===== src/rtl/fifo_rd_ctrl.sv =====
// fifo_rd_ctrl: credit-based read controller for a FIFO/LIFO with a 2-entry output buffer,
// delivered-word counter and running XOR checksum.
module fifo_rd_ctrl #(
  parameter int WIDTH = 32,
  parameter int CNT_W = 16
) (
  input  logic             Clk,
  input  logic             Rst,
  input  logic             Enable,
  input  logic             Empty,
  output logic             Rden,
  input  logic [WIDTH-1:0] Datain,
  output logic [WIDTH-1:0] Dout,
  output logic             Dvalid,
  input  logic             Dready,
  output logic             Busy,
  output logic [CNT_W-1:0] Wcount,
  output logic [WIDTH-1:0] Xsum
);
  localparam logic [1:0] S_IDLE  = 2'd0;
  localparam logic [1:0] S_RUN   = 2'd1;
  localparam logic [1:0] S_FLUSH = 2'd2;
  logic [1:0]       r_state, w_state_nxt, r_occ, w_occ_left;
  logic             r_inflight, w_pop;
  logic [WIDTH-1:0] r_head, r_tail, r_xsum;
  logic [CNT_W-1:0] r_wcount;
  assign Dout   = r_head;
  assign Dvalid = (r_occ != 2'd0);
  assign Busy   = (r_state != S_IDLE);
  assign Wcount = r_wcount;
  assign Xsum   = r_xsum;
  assign w_pop  = Dvalid && Dready;
  assign w_occ_left = r_occ - {1'b0, w_pop};
  // a read is allowed only if its word will still find a free slot when it lands
  assign Rden = (r_state == S_RUN) && !Empty && !Rst &&
                (({1'b0, r_occ} + {2'b0, r_inflight}) < (3'd2 + {2'b0, w_pop}));
  always_comb
    w_state_nxt = (r_state == S_IDLE) ? (Enable ? S_RUN : S_IDLE) :
                  (r_state == S_RUN)  ? (Enable ? S_RUN : S_FLUSH) :
                  Enable ? S_RUN : (!r_inflight && r_occ == 2'd0) ? S_IDLE : S_FLUSH;
  always_ff @(posedge Clk) begin
    if (Rst) begin
      r_state    <= S_IDLE;
      r_inflight <= 1'b0;
      r_occ      <= 2'd0;
      r_head     <= '0;
      r_tail     <= '0;
      r_wcount   <= '0;
      r_xsum     <= '0;
    end else begin
      r_state    <= w_state_nxt;
      r_inflight <= Rden;
      r_occ      <= w_occ_left + {1'b0, r_inflight};
      // head keeps the last popped word when the buffer drains
      if (r_inflight && w_occ_left == 2'd0)
        r_head <= Datain;
      else if (w_pop && r_occ == 2'd2)
        r_head <= r_tail;
      if (r_inflight && w_occ_left == 2'd1)
        r_tail <= Datain;
      if (w_pop) begin
        r_wcount <= r_wcount + 1'b1;
        r_xsum   <= r_xsum ^ r_head;
      end
    end
  end
endmodule


===== config.mk =====
export PLATFORM = sky130hd
export DESIGN_NAME = fifo_rd_ctrl
export DESIGN_NICKNAME = d
export VERILOG_FILES = /design/src/rtl/fifo_rd_ctrl.sv
export SDC_FILE = /design/constraint.sdc
export NUM_CORES = 1
export LEC_CHECK = 0
export CAP_MARGIN = 15
export CORE_MARGIN = 5
export CORE_UTILIZATION = 52
export CTS_CLUSTER_SIZE = 25
export DETAILED_ROUTE_END_ITERATION = 10
export GPL_TIMING_DRIVEN = 0
export PLACE_DENSITY_LB_ADDON = 0.3
export SLEW_MARGIN = 10
export SYNTH_ARGS = -nofsm -noshare
export SYNTH_HDL_FRONTEND = slang
export SYNTH_SLANG_ARGS = --single-unit

===== constraint.sdc =====
create_clock -name Clk -period 3.9 [get_ports Clk]
set_input_delay 0.78 -clock Clk [delete_from_list [all_inputs] [get_ports Clk]]
set_output_delay 0.78 -clock Clk [all_outputs]
set_load 0.01 [all_outputs]

==> impl_metrics.csv, run 1 <==
group,metric,value,unit
outcome,status,"completed",
cts,htreeDepth,4,
setup_path,worst_path_max_delay_cell,"clkdlybuf4s50_1",
cells_and_area,drive_gt1_share,7.23,%
worst_hold_path,hold_depth,2,
timing,worstMarginPinSlew,0.588,ns
timing,hold_ws,0.496,ns
global_route,grt_start_max_net_pins,17,
pwr,p_leak,2.61,nW
setup_path,critPathTopFamily,"buffers and inverters",
placed_design,numPortBuffers,118,
floorplanning,rows,34,
setup_path,reg2reg_slack,0.82,ns
timing,finClkSkew,0.00919,ns
setup_path,cp.arrival,3.59,ns
setup_path,crit_type,"in2reg",
cells_and_area,area_growth,41.0,%
worst_hold_path,hold_start,"r_tail[25]",
route,first_pass_iters,4,
synth,yosysSeqAreaShare,50.2,%
cts,clockBufferDepth,2,
pwr,p_per_area,536,nW/µm²
setup_path,reg2reg_from,"r_occ[1]",
synth,synthCells,487,
placed_design,dp_slack,0.227,ns
cts,clk_pin_slew,0.06,ns
route,routed-via-count,3869,
setup_path,cpPeakStageDelay,0.51,ns
cts,clock_latency,0.50,ns
global_route,gr-usage-all-layers,21.7,%
cells_and_area,final_util,75.4,%
timing,maxSlewViolCount,0,
timing,timing.final.crit_period,3.20,ns
timing,setup_ws,0.696,ns
synth,synth.distinct_cells,34,
cts,cts-resized-gates,0,
floorplanning,coreArea,8720,µm²
cells_and_area,fillers,631,
floorplanning,die-area,11000,µm²
route,wl_per_cell,15.8,µm
cells_and_area,area.sequential,2340,µm²
synth,ys_ff_latch,117,
cts,post_cts_buffers,0,
setup_path,regToRegEndpoint,"Dout[19]",
setup_path,required,4.29,ns
route,drtAntennaViolNets,0,
synth,syn_area_per_cell,9.58,µm²
placed_design,placed_cell_area,5980,µm²
timing,rsz0062_at_grt,"false",
cells_and_area,diodes,0,
setup_path,crit_chain,"clkdlybuf4s50_1 > nand2_1 > clkinv_1 > buf_2 > ha_1 > xnor2_1 > nand3_1 > clkbuf_1 > a211oi_1",
synth,synth_nets,529,
timing,relSlewSlack,60.6,%
timing,finalCritPeriodShare,82.2,%
cells_and_area,multi_input_area,2180,µm²
floorplanning,start_util,53.5,%
synth,synthesis.area,4660,µm²
timing,setup_viol,0,
cts,clock_sinks,117,
route,viasPerCell,5.20,
cts,cts_tree,"yes",
global_route,grt_pass1_wl,19.9,mm
cells_and_area,nNetsFinal,666,
cts,cts_root_buf,"clkbuf_8",
synth,yosysWarningCount,0,
route,drt_iter0_markers,129,
pwr,peakVddDrop,0.348,mV
setup_path,cp-end-kind,"flip-flop",
setup_path,cp.buffers_inverters,4,
cts,cts_made_buffers,17,
placed_design,hpwl,8.18,mm
global_route,antenna_found_initial,0,
timing,hold_viol,0,
flow_run,drv_cap,0,
floorplanning,ios,120,
placed_design,gp_congestion,0.775,
setup_path,reg2regPathDepth,9,
floorplanning,die_x,105,µm
timing,timing.fmax,312,MHz
cts,hold_buffers,0,
route,drc,0,
timing,setup_tns,0,ns
floorplanning,die_y,105,µm
setup_path,startpoint_type,"primary input",
route,routed_wl,11.7,mm
cells_and_area,stdcell_area,6580,µm²
global_route,grt_pass1_vias,4030,
setup_path,critPathMaxFanout,10,
worst_hold_path,hold_class,"reg2reg",
global_route,overflow,0,
worst_hold_path,hold_path_end,"r_tail[25]",
==> worst reg2reg max path: cells and delay by family (launching register included) <==
| family | cells | cell delay, ns |
|---|---|---|
| buffers and inverters | 3 | 0.94 |
| and+or+nand+nor | 3 | 0.81 |
| DFF | 1 | 0.38 |
| AOI/OAI and AO/OA | 1 | 0.35 |
| xor gates and xnor gates | 1 | 0.26 |
| adders and majority gates | 1 | 0.22 |
==> power breakdown <==
part           internal (W)  switching (W)
logic              0.000290       0.000333
registers           0.00127      0.0000771
clock network       0.00100       0.000543
==> routing by layer <==
metal | part of all wire (%) | global-route usage [%] | vias to the layer above
met2 | 49 | 36.2 | 104
met5 | 0 | 0 | -
li1 | - | - | 1918
met4 | 0.88 | 5.57 | 0
met1 | 44 | 26.9 | 1835
met3 | 6.4 | 7.64 | 12
==> layout make-up <==
| class | instances | area share, % |
|---|---|---|
| timing repair buffer | 118 | 18.0 |
| sequential | 117 | 35.6 |
| tap | 108 | 2.06 |
| buffer | 29 | 1.83 |
| inverter | 6 | 0.343 |
| multi-input combinational | 335 | 33.1 |
| clock buffer | 19 | 6.72 |
| clock inverter | 12 | 2.32 |
==> cell usage after synthesis <==
cell | n | area, µm²
or2_2 | 2 | 12.5
dfxtp_1 | 117 | 2340
and4_2 | 1 | 10.0
and3_1 | 3 | 18.8
nand4_1 | 4 | 25.0
buf_2 | 9 | 45.0
or3_2 | 1 | 7.51
clkbuf_1 | 20 | 75.1
a211oi_1 | 32 | 240
clkinv_1 | 1 | 3.75
o21ai_0 | 3 | 15.0
nor4_1 | 4 | 25.0
nand3_1 | 5 | 25.0
o31ai_1 | 1 | 7.51
xor2_1 | 39 | 342
or4_1 | 1 | 7.51
a21oi_1 | 4 | 20.0
nand2_1 | 37 | 139
o211ai_1 | 1 | 7.51
inv_1 | 5 | 18.8
o311a_1 | 1 | 10.0
or3_4 | 1 | 11.3
nand4_4 | 1 | 21.3
nor3_1 | 1 | 5.00
mux2i_1 | 64 | 641
o2111ai_1 | 1 | 8.76
ha_1 | 5 | 62.6
nor2_1 | 110 | 413
nor3b_1 | 1 | 7.51
or3_1 | 1 | 6.26
o2111a_1 | 1 | 11.3
and2_1 | 1 | 6.26
xnor2_1 | 7 | 61.3
nor2b_1 | 2 | 12.5
==> state kept, by name (all words and copies together), names as in the netlist <==
register and flops:
Dout 32, r_tail 32, r_occ 2, Xsum 32, Wcount 16, r_state 2, r_inflight 1
==> how the worst max path moves through the flow <==
stage	startpoint	to	slack, ns	cells after the start
after global routing	Dready	Dout[19]	0.45	9
final	Dready	Dout[19]	0.70	9
after floorplan	Dready	r_tail[2]	1.33	10
after detailed placement	Dready	r_tail[21]	0.23	11
after CTS	Dready	Dout[19]	0.69	9
after global placement	Dready	Dout[29]	0.34	10
==> cells in the final DEF (no fill, tap or decap), drive strengths merged, types with 4 or more instances in the layout <==
| cell type | netlist | routed |
|---|---|---|
| clkdlybuf4s50 | 0 | 118 |
| dfxtp | 117 | 117 |
| nor2 | 110 | 110 |
| mux2i | 64 | 64 |
| xor2 | 39 | 39 |
| clkbuf | 20 | 39 |
| nand2 | 37 | 37 |
| a211oi | 32 | 32 |
| buf | 9 | 9 |
| xnor2 | 7 | 7 |
| inv | 5 | 7 |
| clkinv | 1 | 7 |
| nand3 | 5 | 5 |
| ha | 5 | 5 |
| nand4 | 5 | 5 |
| nor4 | 4 | 4 |
| a21oi | 4 | 4 |
==> logic make-up after synthesis <==
group	share of synthesized area, %
DFF	50.2
adders and majority gates	1.34
buffers and inverters	3.06
AOI/OAI and AO/OA	6.87
and+or+nand+nor	16.1
muxes	13.7
xor gates and xnor gates	8.64
==> metrics by stage <==
stage               cells  power, W
floorplan             487   0.00171
global placement      713   0.00198
detailed placement    713   0.00200
CTS                   744   0.00354
global route          744   0.00367
finish                744   0.00352
No activity file was read; power rests on OpenSTA's default activity.
==> run 2: changes to the inputs <==
--- a/config.mk
+++ b/config.mk
@@ -7,7 +7,7 @@
 export LEC_CHECK = 0
 export CAP_MARGIN = 15
 export CORE_MARGIN = 5
-export CORE_UTILIZATION = 52
+export CORE_UTILIZATION = 44
 export CTS_CLUSTER_SIZE = 25
 export DETAILED_ROUTE_END_ITERATION = 10
 export GPL_TIMING_DRIVEN = 0
==> constraint.sdc (replaced) <==
create_clock -name Clk -period 2.76 [get_ports Clk]
set_input_delay 0.552 -clock Clk [delete_from_list [all_inputs] [get_ports Clk]]
set_output_delay 0.552 -clock Clk [all_outputs]
set_load 0.01 [all_outputs]
==> run 2 against run 1 <==
Critical path depth increased by 2; highest routed layer unchanged; register-to-register slack got worse by 0.65 ns; largest cell class unchanged; routed wire length increased by 5.0%; non-clock buffer count increased by 1; die area increased by 16%; largest power group unchanged; via count increased by 1.0%; global-route usage decreased by 2.2 points; flip-flop and latch count unchanged; cell count increased by 4.0%; sequential share of layout area decreased by 0.40 points; clock-buffer cell count increased by 1.
==> impl_metrics.csv, run 2 (synthesis results as in run 1) <==
group,metric,value,unit
outcome,status,"completed",
cells_and_area,nNetsFinal,667,
cells_and_area,multi_input_area,2200,µm²
floorplanning,die_x,113,µm
global_route,antenna_found_initial,0,
route,drt_iter0_markers,136,
floorplanning,die-area,12800,µm²
floorplanning,start_util,45.2,%
timing,setup_viol,0,
setup_path,cp-end-kind,"flip-flop",
route,routed-via-count,3909,
pwr,p_switching,0.00138,W
cts,cts_tree,"yes",
placed_design,numPortBuffers,118,
pwr,p_int,0.00358,W
route,viasPerCell,5.05,
route,drc,0,
worst_hold_path,hold_class,"reg2reg",
cts,cts_made_buffers,17,
cts,htreeDepth,4,
global_route,overflow,0,
placed_design,gp_congestion,0.796,
cells_and_area,layout_common_cells,"clkdlybuf4s50_1, dfxtp_1, nor2_1",
setup_path,reg2reg_from,"r_occ[0]",
route,drtAntennaViolNets,0,
global_route,grt_start_max_net_pins,17,
timing,timing.fmax,386,MHz
timing,finClkSkew,0.00988,ns
global_route,grt_pass1_wl,20.2,mm
cts,clock_sinks,117,
timing,hold_viol,0,
floorplanning,rows,37,
placed_design,dp_slack,-0.650,ns
floorplanning,ios,120,
setup_path,critPathMaxFanout,10,
cts,clock_latency,0.50,ns
setup_path,cp-endpoint,"r_tail[14]",
timing,maxSlewViolCount,0,
setup_path,required,3.13,ns
cells_and_area,final_util,64.4,%
setup_path,reg2reg_slack,0.17,ns
cts,cts_root_buf,"clkbuf_8",
pwr,seqPwrFrac,38.5,%
route,wl_per_cell,15.9,µm
setup_path,crit_type,"reg2reg",
pwr,p_leak,2.63,nW
placed_design,hpwl,8.63,mm
setup_path,startpoint_type,"flip-flop",
cts,hold_buffers,0,
setup_path,cp.arrival,2.96,ns
setup_path,regToRegEndpoint,"r_tail[14]",
timing,setup_ws,0.172,ns
cts,clk_pin_slew,0.06,ns
pwr,peakVddDrop,0.367,mV
cells_and_area,drive_gt1_share,8.46,%
cells_and_area,fillers,848,
pwr,p_sw_share,27.8,%
global_route,grt_pass1_vias,4016,
setup_path,startpoint,"r_occ[0]",
pwr,p_per_area,746,nW/µm²
cells_and_area,layout_commonest_cell,"clkdlybuf4s50_1",
floorplanning,die_y,113,µm
cells_and_area,area.sequential,2340,µm²
cells_and_area,diodes,0,
floorplanning,coreArea,10300,µm²
pwr,clkPwrFrac,42.4,%
cts,clockBufferDepth,2,
route,first_pass_iters,4,
pwr,power.share.combinational,19.1,%
timing,relSlewSlack,56.3,%
flow_run,drv_cap,0,
timing,worstMarginPinSlew,0.653,ns
cells_and_area,area_growth,42.6,%
timing,timing.final.crit_period,2.59,ns
global_route,gr-usage-all-layers,19.5,%
setup_path,reg2regPathDepth,11,
timing,finalCritPeriodShare,93.8,%
route,routed_wl,12.3,mm
[run 2: cell count changes in the layout (fill, tap and decap cells not counted), sizes merged]
cell / before / now
clkdlybuf4s50: 118 / 117
bufinv: 3 / 2
clkinv: 7 / 6
dlymetal6s2s: 0 / 1
clkbuf: 39 / 41
clkinvlp: 1 / 3
[run 2: power groups by stage]
stage / Clock, W / Sequential [W] / Combinational [W]
floorplan: 0 / 0.00195 / 0.000467
global placement: 0 / 0.00193 / 0.000870
detailed placement: 0 / 0.00194 / 0.000894
CTS: 0.00213 / 0.00191 / 0.000928
global route: 0.00223 / 0.00193 / 0.00104
finish: 0.00210 / 0.00191 / 0.000948
[run 2: critical path: stages (launching register included)]
cell	delay, ns
dfxtp_1	0.36
or2_2	0.34
nand2_1	0.15
inv_4	0.09
buf_4	0.20
ha_1	0.23
xnor2_2	0.23
and3_1	0.20
clkbuf_4	0.19
buf_6	0.19
mux2i_1	0.22
nor2_1	0.06
[run 2: timing repair]
| item | in CTS | in global routing |
|---|---|---|
| buffers inserted | 0 | 1 |
| setup endpoints to repair | 63 | 62 |
| resized for setup | 13 | 7 |
| cloned | 0 | 0 |
| endpoints found under the hold margin | 0 | 0 |
| pin swaps | 0 | 1 |
[run 2: per-stage QoR]
| stage | std cells | area [µm²] | hold WS (ns) | total power, W | setup TNS (ns) |
|---|---|---|---|---|---|
| after global routing | 774 | 6650 | 0.519 | 0.00520 | -0.0238 |
| after CTS | 773 | 6630 | 0.493 | 0.00497 | 0 |
| after global placement | 741 | 6020 | 0.472 | 0.00280 | -35.76 |
| after detailed placement | 741 | 6020 | 0.483 | 0.00283 | -38.31 |
| after floorplan | 487 | 4660 | 0.459 | 0.00242 | 0 |
| final | 774 | 6650 | 0.491 | 0.00496 | 0 |
[run 2: final cells by class]
class                   count  area share [%]
plain buffers              29            2.26
multi-input cells         335            33.0
clock buffers              20            6.70
flip-flops and latches    117            35.2
inverters                   6           0.376
well taps                 136            2.56
repair buffers            119            17.9
clock inverters            12            1.94
[run 2: worst min path at each step]
stage                          start          to  slack, ns  depth (start not counted)
after floorplan           r_state[0]  r_inflight       0.46                          1
after global placement     r_tail[9]   r_tail[9]       0.47                          2
after detailed placement  Wcount[15]  Wcount[15]       0.48                          2
after CTS                 Wcount[15]  Wcount[15]       0.49                          2
after global routing      r_tail[22]  r_tail[22]       0.52                          2
final                     Wcount[15]  Wcount[15]       0.49                          2
[run 2: per-layer routing]
| metal | vias to the layer above | wire [µm] | track usage, % |
|---|---|---|---|
| li1 | 1920 | - | - |
| met3 | 8 | 568 | 5.13 |
| met1 | 1886 | 5380 | 23.9 |
| met2 | 95 | 6200 | 33.7 |
| met4 | 0 | 174 | 5.93 |
| met5 | - | 0 | 0 |
